===== config.mk =====
export PLATFORM = sky130hd
export DESIGN_NAME = ysyx_23060203_redirect_ctrl
export DESIGN_NICKNAME = d
export VERILOG_FILES = /design/src/rtl/ysyx_23060203_redirect_ctrl.sv
export SDC_FILE = /design/constraint.sdc
export NUM_CORES = 1
export LEC_CHECK = 0
export CAP_MARGIN = 20
export CELL_PAD_IN_SITES_DETAIL_PLACEMENT = 1
export CELL_PAD_IN_SITES_GLOBAL_PLACEMENT = 1
export CORE_MARGIN = 5
export CORE_UTILIZATION = 30
export CTS_BUF_LIST = sky130_fd_sc_hd__clkbuf_8
export DETAILED_ROUTE_END_ITERATION = 10
export PLACE_DENSITY_LB_ADDON = 0.1
export SLEW_MARGIN = 10
export SYNTH_ARGS = -nofsm -noshare
export SYNTH_HDL_FRONTEND = slang
export SYNTH_SLANG_ARGS = --single-unit

===== constraint.sdc =====
create_clock -name clock -period 5.5 [get_ports clock]
set_input_delay 1.1 -clock clock [delete_from_list [all_inputs] [get_ports clock]]
set_output_delay 1.1 -clock clock [all_outputs]
set_load 0.1 [all_outputs]

===== src/rtl/ysyx_23060203_redirect_ctrl.sv =====
// Redirect sequencer: one committed control-flow event at a time -> flush, drain, optional icache invalidate, new PC.
// Define FENCEI_INV_EN to route fence.i through the icache invalidate handshake.
module ysyx_23060203_redirect_ctrl #(
    parameter int DRAIN_MAX    = 255,
    parameter int MCAUSE_ECALL = 11
) (
    input  logic        clock,
    input  logic        reset,
    input  logic        ev_valid,
    output logic        ev_ready,
    input  logic [1:0]  ev_type,
    input  logic [31:0] ev_pc,
    input  logic [31:0] ev_dnpc,
    input  logic [31:0] csr_mtvec,
    input  logic [31:0] csr_mepc,
    output logic        trap_wen,
    output logic [31:0] trap_mepc,
    output logic [31:0] trap_mcause,
    output logic        ifu_flush,
    output logic        idu_flush,
    output logic        exu_flush,
    input  logic        ifu_busy,
    input  logic        lsu_busy,
    output logic        icache_inv_req,
    input  logic        icache_inv_ack,
    output logic        redir_valid,
    input  logic        redir_ready,
    output logic [31:0] redir_pc,
    output logic        drain_err
);

    typedef enum logic [1:0] {
        S_IDLE,
        S_DRAIN,
        S_INV,
        S_REDIR
    } state_e;

    typedef enum logic [1:0] {
        EV_JMP    = 2'd0,
        EV_ECALL  = 2'd1,
        EV_MRET   = 2'd2,
        EV_FENCEI = 2'd3
    } ev_kind_e;

`ifdef FENCEI_INV_EN
    localparam bit INV_EN = 1'b1;
`else
    localparam bit INV_EN = 1'b0;
`endif

    localparam logic [7:0]  DRAIN_LIMIT = 8'(DRAIN_MAX);
    localparam logic [31:0] CAUSE_ECALL = 32'(MCAUSE_ECALL);

    state_e      state_q, state_d;
    ev_kind_e    kind_q, kind_d;
    logic [31:0] target_q, target_d;
    logic [31:0] pc_q, pc_d;
    logic [7:0]  cnt_q, cnt_d;
    logic        entry_q, entry_d;
    logic        err_q, err_d;

    // NOTE: state registers use non-blocking assignments so every flop samples pre-edge values.
    always_ff @(posedge clock or posedge reset) begin
        if (reset) begin
            state_q  <= S_IDLE;
            kind_q   <= EV_JMP;
            target_q <= '0;
            pc_q     <= '0;
            cnt_q    <= '0;
            entry_q  <= 1'b0;
            err_q    <= 1'b0;
        end else begin
            state_q  <= state_d;
            kind_q   <= kind_d;
            target_q <= target_d;
            pc_q     <= pc_d;
            cnt_q    <= cnt_d;
            entry_q  <= entry_d;
            err_q    <= err_d;
        end
    end

    // NOTE: every signal written here gets a default first, so no path can infer a latch.
    always_comb begin
        state_d  = state_q;
        kind_d   = kind_q;
        target_d = target_q;
        pc_d     = pc_q;
        cnt_d    = cnt_q;
        entry_d  = 1'b0;
        err_d    = err_q;

        unique case (state_q)
            S_IDLE: begin
                if (ev_valid) begin
                    kind_d  = ev_kind_e'(ev_type);
                    pc_d    = ev_pc;
                    cnt_d   = '0;
                    entry_d = 1'b1;
                    state_d = S_DRAIN;
                    unique case (ev_kind_e'(ev_type))
                        EV_ECALL: target_d = {csr_mtvec[31:2], 2'b00};
                        EV_MRET:  target_d = csr_mepc;
                        default:  target_d = ev_dnpc;
                    endcase
                end
            end
            S_DRAIN: begin
                // Busy is checked before the timeout so a clean exit never flags an error.
                if (!ifu_busy && !lsu_busy) begin
                    state_d = (INV_EN && kind_q == EV_FENCEI) ? S_INV : S_REDIR;
                end else if (cnt_q == DRAIN_LIMIT) begin
                    err_d   = 1'b1;
                    state_d = (INV_EN && kind_q == EV_FENCEI) ? S_INV : S_REDIR;
                end else begin
                    cnt_d = cnt_q + 8'd1;
                end
            end
            S_INV: begin
                if (icache_inv_ack) state_d = S_REDIR;
            end
            S_REDIR: begin
                if (redir_ready) state_d = S_IDLE;
            end
            default: state_d = S_IDLE;
        endcase
    end

    // ev_ready is masked by reset so every output reads 0 while reset is held.
    assign ev_ready       = (state_q == S_IDLE) && !reset;
    assign ifu_flush      = entry_q;
    assign idu_flush      = entry_q;
    assign exu_flush      = entry_q;
    assign trap_wen       = entry_q && (kind_q == EV_ECALL);
    assign trap_mepc      = trap_wen ? pc_q : '0;
    assign trap_mcause    = trap_wen ? CAUSE_ECALL : '0;
    assign icache_inv_req = INV_EN ? (state_q == S_INV) : 1'b0;
    assign redir_valid    = (state_q == S_REDIR);
    assign redir_pc       = redir_valid ? target_q : '0;
    assign drain_err      = err_q;

endmodule


==> reports/results.ini <==
[cts]
cts_buffers=9
postCtsSetupRepairBufs=0
clock_latency_ps=360
cts_tree=built
clockBufferDepth=2
hold_buffers=0
cts_resized=0
cts-root-buf=clkbuf_8
clk_pin_slew_worst_paths_ps=80
cts.htree.levels=3
clock_sinks=78

[placement]
dp_cells=862
place_ws_ps=1590
dpl_cell_area_um2=6360
gp_congestion=0.763
port_buffers=208
dpl.hpwl_um=10900

[flow_run]
max-cap-violations=0

[synth]
netlist_instances=506
ys_seq_elements=78
synth-simple-area-share_pct=27.8
syn_area_per_cell_um2=8.45
async_flop_share_pct=100
synthDistinctLibCells=36
synth_top_family_by_area=simple AND/OR/NAND/NOR gates
syn_area_um2=4270
synth-edff-count=0
netlist.area_leader.share_pct=45.7
synthMuxAreaShare_pct=0.849
synth_area_leaders=dfrtp_1 46%, nand2_1 12%, and2_1 9.7%
synth_adder_area_share_pct=2.05
synth_flop_cell=dfrtp_1
yosysSeqAreaShare_pct=45.7
synthXorXnorAreaFrac_pct=0
synth_compound_area_share_pct=13.3
yosys_warnings=0
synth_top_area_cell=dfrtp_1

[setup_path]
start_kind=flop
worst_path_max_delay_cell=clkdlybuf4s50_1
cpPeakStageDelay_ps=1140
path_cells=and3b_1 -> and2_1 -> clkdlybuf4s50_1
cp.required_ps=4400
crit_type=flop to output port
arrival_ps=3060
cp_max_fo=36
critPathCaptureType=output port

[grt]
grt_max_degree=71
grt_overflow=0
antenna_found_initial=0
gr-usage-all-layers_pct=17.2
grt_pass1_wl_um=22700
grt_pass1_vias=4461

[final_layout]
stdcell_area_um2=6560
layout-drive-gt1-share_pct=4.29
n_antenna_cell=0
instances_no_fill=879
area_growth_pct=53.5
nets=838
mostFrequentLayoutCell=clkdlybuf4s50_1
layout.cells.most_common_list=208 x clkdlybuf4s50_1, 133 x nand2_1, 78 x dfrtp_1

[power]
power.density_nw_per_um2=539
vdd_drop_max_v=0.000360
p_leak_uw=0.00284

[timing]
finalHoldViolations=0
rsz0062_at_grt=false
relSlewSlack_pct=29.1
fmax_mhz=240
period_share_pct=75.7
period_needed_ps=4160
setup_violations=0
worst_slack_ps=1340
finalMaxSlewViolations=0
worstMarginPinSlew_ps=1060
fin_worst_skew_ps=5.06
setup-tns-final_ps=0

[routing]
num_vias=4073
wl_per_cell_um=16.7
drt_wl_total_um=14700
via_per_inst=4.63
drt_iter0_drc=148
drc=0
first_pass_iters=4
antenna_left=0

[floorplan]
io_pins=241
fp.dieArea_um2=16700
core.rowCount=43
die_x_um=129
core_region_area_um2=13900
fp.dieH_um=129
initial_core_util_pct=30.7

[status]
status=finished, final reports clean

[hold_path]
worstHoldPathType=flop to flop

==> metal layers <==
metal	routed length (um)	global-route usage, %	vias up
met1	5920	20.0	1909
met4	298	6.18	0
met3	1240	5.65	23
li1	-	-	1985
met2	7250	29.6	156
met5	0	0	-
==> through the flow <==
step	utilization (%)	hold slack (ps)	power [uW]
floorplan	-	437	2600
global placement	45.5	449	3080
detailed placement	45.6	454	3140
CTS	47.0	475	3570
global route	47.1	485	3740
finish	47.1	468	3530
==> area by class of cell <==
cell class                      count  area, um^2
Fill cell                        1619        7370
Timing Repair Buffer              215        2150
Multi-Input combinational cell    379        2000
Sequential cell                    78        1950
Tap cell                          180         225
Clock buffer                       12         165
Inverter                           11        42.5
Clock inverter                      4        21.3
==> cell families after synthesis <==
| kind of cell | count (synthesis) |
|---|---|
| simple gates | 256 |
| compound gates | 83 |
| buf+inv | 78 |
| flops | 78 |
| fa+ha+maj | 7 |
| mux | 3 |
| other cells | 1 |
==> registers in the layout, indices dropped and copies added (netlist names) <==
| signal | cells |
|---|---|
| state_q | 2 |
| target_q | 32 |
| exu_flush | 1 |
| kind_q | 2 |
| pc_q | 32 |
| drain_err | 1 |
| cnt_q | 8 |
==> power breakdown <==
part	switching [uW]	internal (uW)
clock network	214	198
logic	1590	575
registers	130	826
total	1930	1600
==> final timing paths <==
kind	from	to	slack (ps)	depth (start not counted)
worst max-delay path	exu_flush$_DFF_PP0_	trap_mepc[26]	1340	3
worst min-delay path	pc_q[9]$_DFFE_PP0P_	pc_q[9]$_DFFE_PP0P_	470	2
worst max register to register	state_q[1]$_DFFE_PP0P_	cnt_q[5]$_DFFE_PP0P_	3510	6
worst min register to register	pc_q[9]$_DFFE_PP0P_	pc_q[9]$_DFFE_PP0P_	470	2
max in group asynchronous	reset	target_q[30]$_DFFE_PP0P_	3340	3
min in group asynchronous	reset	pc_q[24]$_DFFE_PP0P_	1140	2
==> critical path: cells and delay by family (launching register included) <==
| kind | cells | cell delay [ps] |
|---|---|---|
| buf+inv | 1 | 1140 |
| simple gates | 2 | 1140 |
| flops | 1 | 420 |
==> cells in the mapped netlist, types with 2 or more instances <==
master,number
nand3_1,4
nor2_1,35
buf_4,35
buf_1,2
nand4_1,2
or4_1,3
nor2b_1,3
and2_1,66
clkbuf_1,24
o31ai_1,2
dfrtp_1,78
ha_1,7
o21ai_0,6
a221oi_1,32
buf_2,5
a21oi_1,35
or3_1,3
inv_1,11
nand2_1,134
o21ai_1,3
(Power assumes the default switching activity.)
